$ cat config.mk
export PLATFORM = sky130hd
export DESIGN_NAME = net_resolver_bus
export DESIGN_NICKNAME = d
export VERILOG_FILES = /design/src/rtl/net_resolve_pkg.sv /design/src/rtl/rr_lock_arbiter.sv /design/src/rtl/net_resolver_bus.sv
export SDC_FILE = /design/constraint.sdc
export NUM_CORES = 1
export LEC_CHECK = 0
export ABC_AREA = 1
export BUFFER_PORTS_ARGS = -buffer_cell sky130_fd_sc_hd__buf_2
export CAP_MARGIN = 20
export CORE_MARGIN = 2
export CORE_UTILIZATION = 45
export CTS_CLUSTER_SIZE = 12
export DETAILED_ROUTE_END_ITERATION = 12
export PLACE_DENSITY = 0.7
export SLEW_MARGIN = 5
export SYNTH_ARGS = -nofsm -noshare
export SYNTH_HDL_FRONTEND = slang
export SYNTH_SLANG_ARGS = --single-unit
$ cat constraint.sdc
create_clock -name clk -period 2.7 [get_ports clk]
set_input_delay 0.405 -clock clk [delete_from_list [all_inputs] [get_ports clk]]
set_output_delay 0.405 -clock clk [all_outputs]
set_load 0.03 [all_outputs]
$ cat src/rtl/net_resolve_pkg.sv
// Shared definitions for the multi-driver bus resolver: net-mode encodings
// and small combinational helpers sized for the largest supported driver count.
package net_resolve_pkg;

  localparam logic [1:0] MODE_WAND   = 2'd0;
  localparam logic [1:0] MODE_WOR    = 2'd1;
  localparam logic [1:0] MODE_TRI    = 2'd2;
  localparam logic [1:0] MODE_TRIREG = 2'd3;

  // Upper bound on NUM_DRV; the helpers below work on vectors of this width.
  localparam int MAX_DRV = 16;

  // Number of set bits in a zero-extended driver-enable vector.
  function automatic logic [4:0] popcount16(input logic [15:0] v);
    logic [4:0] c;
    c = '0;
    for (int i = 0; i < MAX_DRV; i++) begin
      c = c + {4'd0, v[i]};
    end
    return c;
  endfunction

  // Index of the set bit in a one-hot vector (0 when the vector is empty).
  function automatic logic [3:0] onehot_to_idx(input logic [15:0] oh);
    logic [3:0] idx;
    idx = '0;
    for (int i = 0; i < MAX_DRV; i++) begin
      if (oh[i]) begin
        idx = idx | 4'(i);
      end
    end
    return idx;
  endfunction

endpackage

$ cat src/rtl/rr_lock_arbiter.sv
// Round-robin arbiter with burst lock. Once a driver is granted it keeps the
// bus until it drops its request or completes a cycle with its last flag set;
// the pointer then moves just past it. A new winner is chosen in the same
// decision as the release, so there is no idle bubble between bursts.
//
// Handshake: req[i] is a level request; grant is the registered one-hot
// owner; grant_nxt is the decision being registered this cycle, offered so
// the owner's data can be captured on the same edge as the grant.
//
// The lock flag (lock) and round-robin pointer (ptr) are the arbiter's state.
module rr_lock_arbiter
  import net_resolve_pkg::*;
#(
  parameter  int NUM_DRV = 4,
  localparam int IW      = $clog2(NUM_DRV)
) (
  input  logic               clk,
  input  logic               rst,
  input  logic               enable,
  input  logic               flush,
  input  logic [NUM_DRV-1:0] req,
  input  logic [NUM_DRV-1:0] last,
  output logic [NUM_DRV-1:0] grant,
  output logic [NUM_DRV-1:0] grant_nxt
);

  logic          lock;
  logic [IW-1:0] ptr;

  logic          lock_nxt;
  logic [IW-1:0] ptr_nxt;
  logic [IW-1:0] cur_idx;
  logic [IW-1:0] after_idx;
  logic [IW-1:0] base;
  logic [IW-1:0] pick_idx;
  logic [IW-1:0] jj;
  logic          held;
  logic          keep;
  logic          found;
  int            j;

  // Decide the next owner: keep a live burst, otherwise search from the pointer.
  always_comb begin
    cur_idx   = IW'(onehot_to_idx(16'(grant)));
    after_idx = (cur_idx == IW'(NUM_DRV - 1)) ? '0 : cur_idx + IW'(1);
    held      = lock && !flush;
    keep      = held && req[cur_idx] && !last[cur_idx];
    base      = held ? after_idx : ptr;

    found    = 1'b0;
    pick_idx = '0;
    j        = 0;
    jj       = '0;
    for (int k = 0; k < NUM_DRV; k++) begin
      j = int'(base) + k;
      if (j >= NUM_DRV) begin
        j = j - NUM_DRV;
      end
      jj = IW'(j);
      if (!found && req[jj]) begin
        found    = 1'b1;
        pick_idx = jj;
      end
    end

    grant_nxt = '0;
    lock_nxt  = 1'b0;
    ptr_nxt   = ptr;
    if (enable) begin
      if (keep) begin
        grant_nxt = grant;
        lock_nxt  = 1'b1;
      end else begin
        // A burst that just ended moves the pointer past its owner.
        if (held) begin
          ptr_nxt = after_idx;
        end
        if (found) begin
          grant_nxt[pick_idx] = 1'b1;
          lock_nxt            = 1'b1;
        end
      end
    end
  end

  // Register grant, lock and pointer.
  always_ff @(posedge clk) begin
    if (rst) begin
      grant <= '0;
      lock  <= 1'b0;
      ptr   <= '0;
    end else begin
      grant <= grant_nxt;
      lock  <= lock_nxt;
      ptr   <= ptr_nxt;
    end
  end

endmodule

$ cat src/rtl/net_resolver_bus.sv
// Registered multi-driver bus resolver modelling wand, wor, tri and trireg
// nets. WAND/WOR reduce all enabled drivers; TRI/TRIREG pass the data of a
// single driver picked by a round-robin arbiter with burst lock. TRIREG keeps
// the last driven value for DECAY idle cycles before floating (DECAY=0 keeps
// it indefinitely). Cycles with more than one enabled driver in the tri modes
// are flagged and counted in a saturating counter.
//
// All outputs update one clock after the inputs that produce them.
module net_resolver_bus
  import net_resolve_pkg::*;
#(
  parameter int WIDTH   = 8,
  parameter int NUM_DRV = 4,
  parameter int DECAY   = 4,
  parameter int CNT_W   = 8
) (
  input  logic                     clk,
  input  logic                     rst,
  input  logic [1:0]               mode,
  input  logic [NUM_DRV-1:0]       drv_en,
  input  logic [NUM_DRV*WIDTH-1:0] drv_data,
  input  logic [NUM_DRV-1:0]       drv_last,
  input  logic                     clr_cnt,
  output logic [WIDTH-1:0]         bus_out,
  output logic                     bus_valid,
  output logic                     bus_z,
  output logic [NUM_DRV-1:0]       grant,
  output logic                     conflict,
  output logic [CNT_W-1:0]         conflict_cnt
);

  localparam int             DCW      = (DECAY < 2) ? 1 : $clog2(DECAY + 1);
  localparam logic [DCW-1:0] DECAY_LD = DCW'(DECAY);

  logic [1:0]         mode_q;
  logic               flush;
  logic               tri_mode;
  logic               any_en;
  logic               hold_ok;
  logic               conflict_nxt;
  logic [NUM_DRV-1:0] grant_nxt;
  logic [WIDTH-1:0]   and_v;
  logic [WIDTH-1:0]   or_v;
  logic [WIDTH-1:0]   mux_v;
  logic [WIDTH-1:0]   out_nxt;
  logic               valid_nxt;
  logic               z_nxt;
  logic [DCW-1:0]     dcnt;
  logic [DCW-1:0]     dcnt_nxt;
  logic [CNT_W-1:0]   cnt_nxt;

  // A mode change drops any lock and any trireg charge on the next decision.
  assign flush    = (mode != mode_q);
  assign tri_mode = mode[1];
  assign any_en   = |drv_en;

  rr_lock_arbiter #(
    .NUM_DRV (NUM_DRV)
  ) u_arb (
    .clk       (clk),
    .rst       (rst),
    .enable    (tri_mode),
    .flush     (flush),
    .req       (drv_en),
    .last      (drv_last),
    .grant     (grant),
    .grant_nxt (grant_nxt)
  );

  // Wired-AND / wired-OR reductions and the granted-driver data mux.
  always_comb begin
    and_v = '1;
    or_v  = '0;
    mux_v = '0;
    for (int i = 0; i < NUM_DRV; i++) begin
      if (drv_en[i]) begin
        and_v &= drv_data[i*WIDTH +: WIDTH];
        or_v  |= drv_data[i*WIDTH +: WIDTH];
      end
      if (grant_nxt[i]) begin
        mux_v |= drv_data[i*WIDTH +: WIDTH];
      end
    end
  end

  // Resolve the next bus value, trireg retention and the decay countdown.
  always_comb begin
    // Retention needs an existing charge (bus not already floating) in an
    // unchanged TRIREG mode, and either no decay limit or time remaining.
    hold_ok = (mode == MODE_TRIREG) && !flush && !bus_z &&
              ((DECAY == 0) || (dcnt != '0));

    out_nxt   = '0;
    valid_nxt = 1'b0;
    z_nxt     = 1'b1;
    if (any_en) begin
      valid_nxt = 1'b1;
      z_nxt     = 1'b0;
      case (mode)
        MODE_WAND: out_nxt = and_v;
        MODE_WOR:  out_nxt = or_v;
        default:   out_nxt = mux_v;
      endcase
    end else if (hold_ok) begin
      out_nxt = bus_out;
      z_nxt   = 1'b0;
    end

    if (any_en) begin
      dcnt_nxt = DECAY_LD;
    end else if (flush) begin
      dcnt_nxt = '0;
    end else if (dcnt != '0) begin
      dcnt_nxt = dcnt - DCW'(1);
    end else begin
      dcnt_nxt = '0;
    end
  end

  // Contention detection and the saturating counter; clear beats increment.
  always_comb begin
    conflict_nxt = tri_mode && (popcount16(16'(drv_en)) > 5'd1);
    cnt_nxt      = conflict_cnt;
    if (clr_cnt) begin
      cnt_nxt = '0;
    end else if (conflict_nxt && (conflict_cnt != '1)) begin
      cnt_nxt = conflict_cnt + CNT_W'(1);
    end
  end

  // Output and bookkeeping registers.
  always_ff @(posedge clk) begin
    if (rst) begin
      bus_out      <= '0;
      bus_valid    <= 1'b0;
      bus_z        <= 1'b1;
      conflict     <= 1'b0;
      conflict_cnt <= '0;
      dcnt         <= '0;
      mode_q       <= MODE_WAND;
    end else begin
      bus_out      <= out_nxt;
      bus_valid    <= valid_nxt;
      bus_z        <= z_nxt;
      conflict     <= conflict_nxt;
      conflict_cnt <= cnt_nxt;
      dcnt         <= dcnt_nxt;
      mode_q       <= mode;
    end
  end

endmodule

==> impl_metrics.toml <==
[setup_path]
startpoint_type = "flip-flop"
cp_common_cell = "nand2_1"
cp_slowest_cell = "dfxtp_1"
path_max_fanout = 10
cp_top_family = "simple AND/OR/NAND/NOR gates"
worst-path-buf-inv = 1
path_class = "flip-flop to flip-flop"
crit_required_ns = 2.91
critPathArrivalTime_ns = 2.64
end_kind = "flip-flop"
slowest_delay_ns = 0.42
crit_chain = "inv_1 > nand2_1 > nand2_1 > nand2_1 > nand3_1 > nand2_2 > nand2_1 > nand2_2 > nand2_1 > nand2_1 > nand4_2 > nand3_2 > nand2_2 > nand2_4 > nand3_2 > o22ai_1 > nor2_1 > o21ai_1"

[sta]
clock-skew-final_ns = 0.006126
relSlewSlack = 0.5640
hold_violations = 0
fin_ws_ns = 0.2667
setup_viol = 0
maxSlewViolCount = 0
rsz0062_at_grt = "no"
min_period_ns = 2.433
min_period_over_period = 0.9012
setup_tns_ns = 0
fmax_ghz = 0.4110
worstMarginPinSlew_ns = 0.6516

[run_status]
status = "finished, final reports clean"

[placement]
hpwl_um = 6115
portBuffers = 67
pre_cts_slack_ns = 0.03254
gp_congestion = 0.9138

[clock_network]
htreeDepth = 2
cts.clk_slew.worst_paths_ns = 0.07
clkSinkCount = 31
cts_resized = 0
numCtsBuffers = 5
clock_latency_ns = 0.28
postCtsHoldBufs = 0
cts_tree = "done"
cts_root_buf = "clkbuf_8"
clk_path_buf_depth = 2
post_cts_buffers = 0

[drt]
drt-met1-wl_um = 3411
ant_nets = 0
avgViaCountPerCell = 5.566
drc = 0
highest_layer = "met4"
post_drt_wl_per_cell_um = 14.72
routed-via-count = 2961
drt_first_pass_iters = 4
finalWirelength_um = 7833
dr_wl_met3_um = 531
wl_met2_um = 3720
drt-initial-drc-count = 193

[logic_synthesis]
async_reset_ff_frac = 0
synthesis.nets = 434
synth-edff-count = 0
synth.distinct_cells = 38
synth_area_um2 = 2506
avgSynthCellArea_um2 = 6.526
ys_seq_elements = 31
synth_ff_type = "dfxtp_1"
seq_area_frac_synth = 0.2476
syn_inst = 384
yosys_warnings = 0

[floorplan]
num_rows = 27
die-area_um2 = 6182
fp.dieW_um = 78.63
core_um2 = 5439
die-height_um = 78.63
ios = 68
initial_core_util = 0.4608

[power]
clkPwrFrac = 0.306
p_int_uw = 971.6
power.switching_uw = 598.6
leakagePower_uw = 0.001475
ir_drop_mv = 0.3187
p_seq_frac = 0.325
power.density_nw_per_um2 = 509.1
combPwrFrac = 0.369
switching_share = 0.3812

[cells_and_area]
syn_to_final_growth_pct = 23.07
layout_common_cells = "nand2_1 (74), buf_2 (67), inv_1 (43), nand3_1 (43), nor2_1 (32)"
diodes = 0
final_common_cell = "nand2_1"
layout-drive-gt1-share = 0.2804
finalNetCount = 509
fill_cells = 566

[flow_run]
maxCapViolCount = 0

[global_routing]
grt_pass1_wl_um = 13170
grt_pass1_vias = 2831
antenna_found_initial = 0
grt_usage = 0.2672
overflow = 0
grt_max_degree = 15

[worst_hold_path]
hold_path_class = "input pin to flip-flop"
==> path summary, 6_finish.rpt <==
kind	depth (start not counted)	end	slack (ns)	start
worst max-delay path	18	bus_out[3]	0.27	u_arb.grant[3]
worst min-delay path	3	mode_q[0]	0.40	mode[0]
worst max register to register	18	bus_out[3]	0.27	u_arb.grant[3]
worst min register to register	1	dcnt[0]	0.41	dcnt[0]
==> metal layers <==
metal | vias to the layer above | global-route usage
li1 | 1477 | -
met1 | 1332 | 0.3319
met2 | 135 | 0.4658
met3 | 17 | 0.05287
met4 | 0 | 0.07719
met5 | - | 0
==> power by group through the flow <==
stage	Clock, uW	Combinational (uW)	Sequential, uW
after global placement	0	565	520
after global routing	507	638	514
after detailed placement	0	571	520
after floorplan	0	360	564
after CTS	487	574	510
final	481	579	511
==> layout make-up <==
cell class	instances	area (um^2)	share of cell area
Multi-Input combinational cell	296	1669	0.5412
Timing Repair Buffer	76	402.9	0.1306
Inverter	49	183.9	0.05963
Clock inverter	2	35.03	0.01136
Clock buffer	6	82.58	0.02677
Tap cell	72	90.09	0.02921
Sequential cell	31	620.6	0.2012
==> synthesized netlist by cell type (2+ instances only) <==
cell / count / area, um^2
a21oi_1: 20 / 100.1
a221o_1: 4 / 40.04
buf_2: 2 / 10.01
clkbuf_1: 6 / 22.52
dfxtp_1: 31 / 620.6
ha_1: 4 / 50.05
inv_1: 43 / 161.4
inv_2: 5 / 18.77
nand2_1: 74 / 277.8
nand2_2: 17 / 106.4
nand2_4: 6 / 67.56
nand3_1: 43 / 215.2
nand3_2: 6 / 60.06
nand3_4: 2 / 35.03
nand4_1: 9 / 56.30
nand4_2: 2 / 25.02
nor2_1: 32 / 120.1
nor2_4: 2 / 22.52
nor3_1: 8 / 40.04
o2111ai_1: 4 / 35.03
o211ai_2: 3 / 37.54
o21ai_0: 16 / 80.08
o21ai_1: 10 / 50.05
o21bai_1: 3 / 22.52
o22ai_1: 19 / 118.9
==> worst min-delay path: cells and delay by family <==
kind	cells	cell delay, ns
buf+inv	2	0.19
simple gates	1	0.04
==> cell families (layout without fill, tap and decap cells) <==
logic type                 Yosys count  after routing  synth area share
buffers and inverters               57            133           0.08637
DFF                                 31             31            0.2476
adders and majority gates            5              5           0.02796
AOI/OAI and AO/OA                   89             89            0.2252
and+or+nand+nor                    201            201            0.4094
xor gates and xnor gates             1              1          0.003495
==> state kept, by name, indices dropped and copies added, names as in the netlist <==
register / cells
bus_out: 8
bus_valid: 1
bus_z: 1
conflict: 1
conflict_cnt: 8
dcnt: 3
mode_q: 2
u_arb.grant: 4
u_arb.lock: 1
u_arb.ptr: 2
==> stage by stage <==
stage               hold slack [ns]  area (um^2)  total power [uW]  instances    util
floorplan                    0.3920         2506             924.3        384       -
global placement             0.4011         2967              1086        524  0.5454
detailed placement           0.4112         2967              1091        524  0.5454
CTS                          0.3971         3084              1570        532  0.5671
global route                 0.4227         3084              1658        532  0.5671
finish                       0.4015         3084              1570        532  0.5671
(Power assumes the default switching activity.)
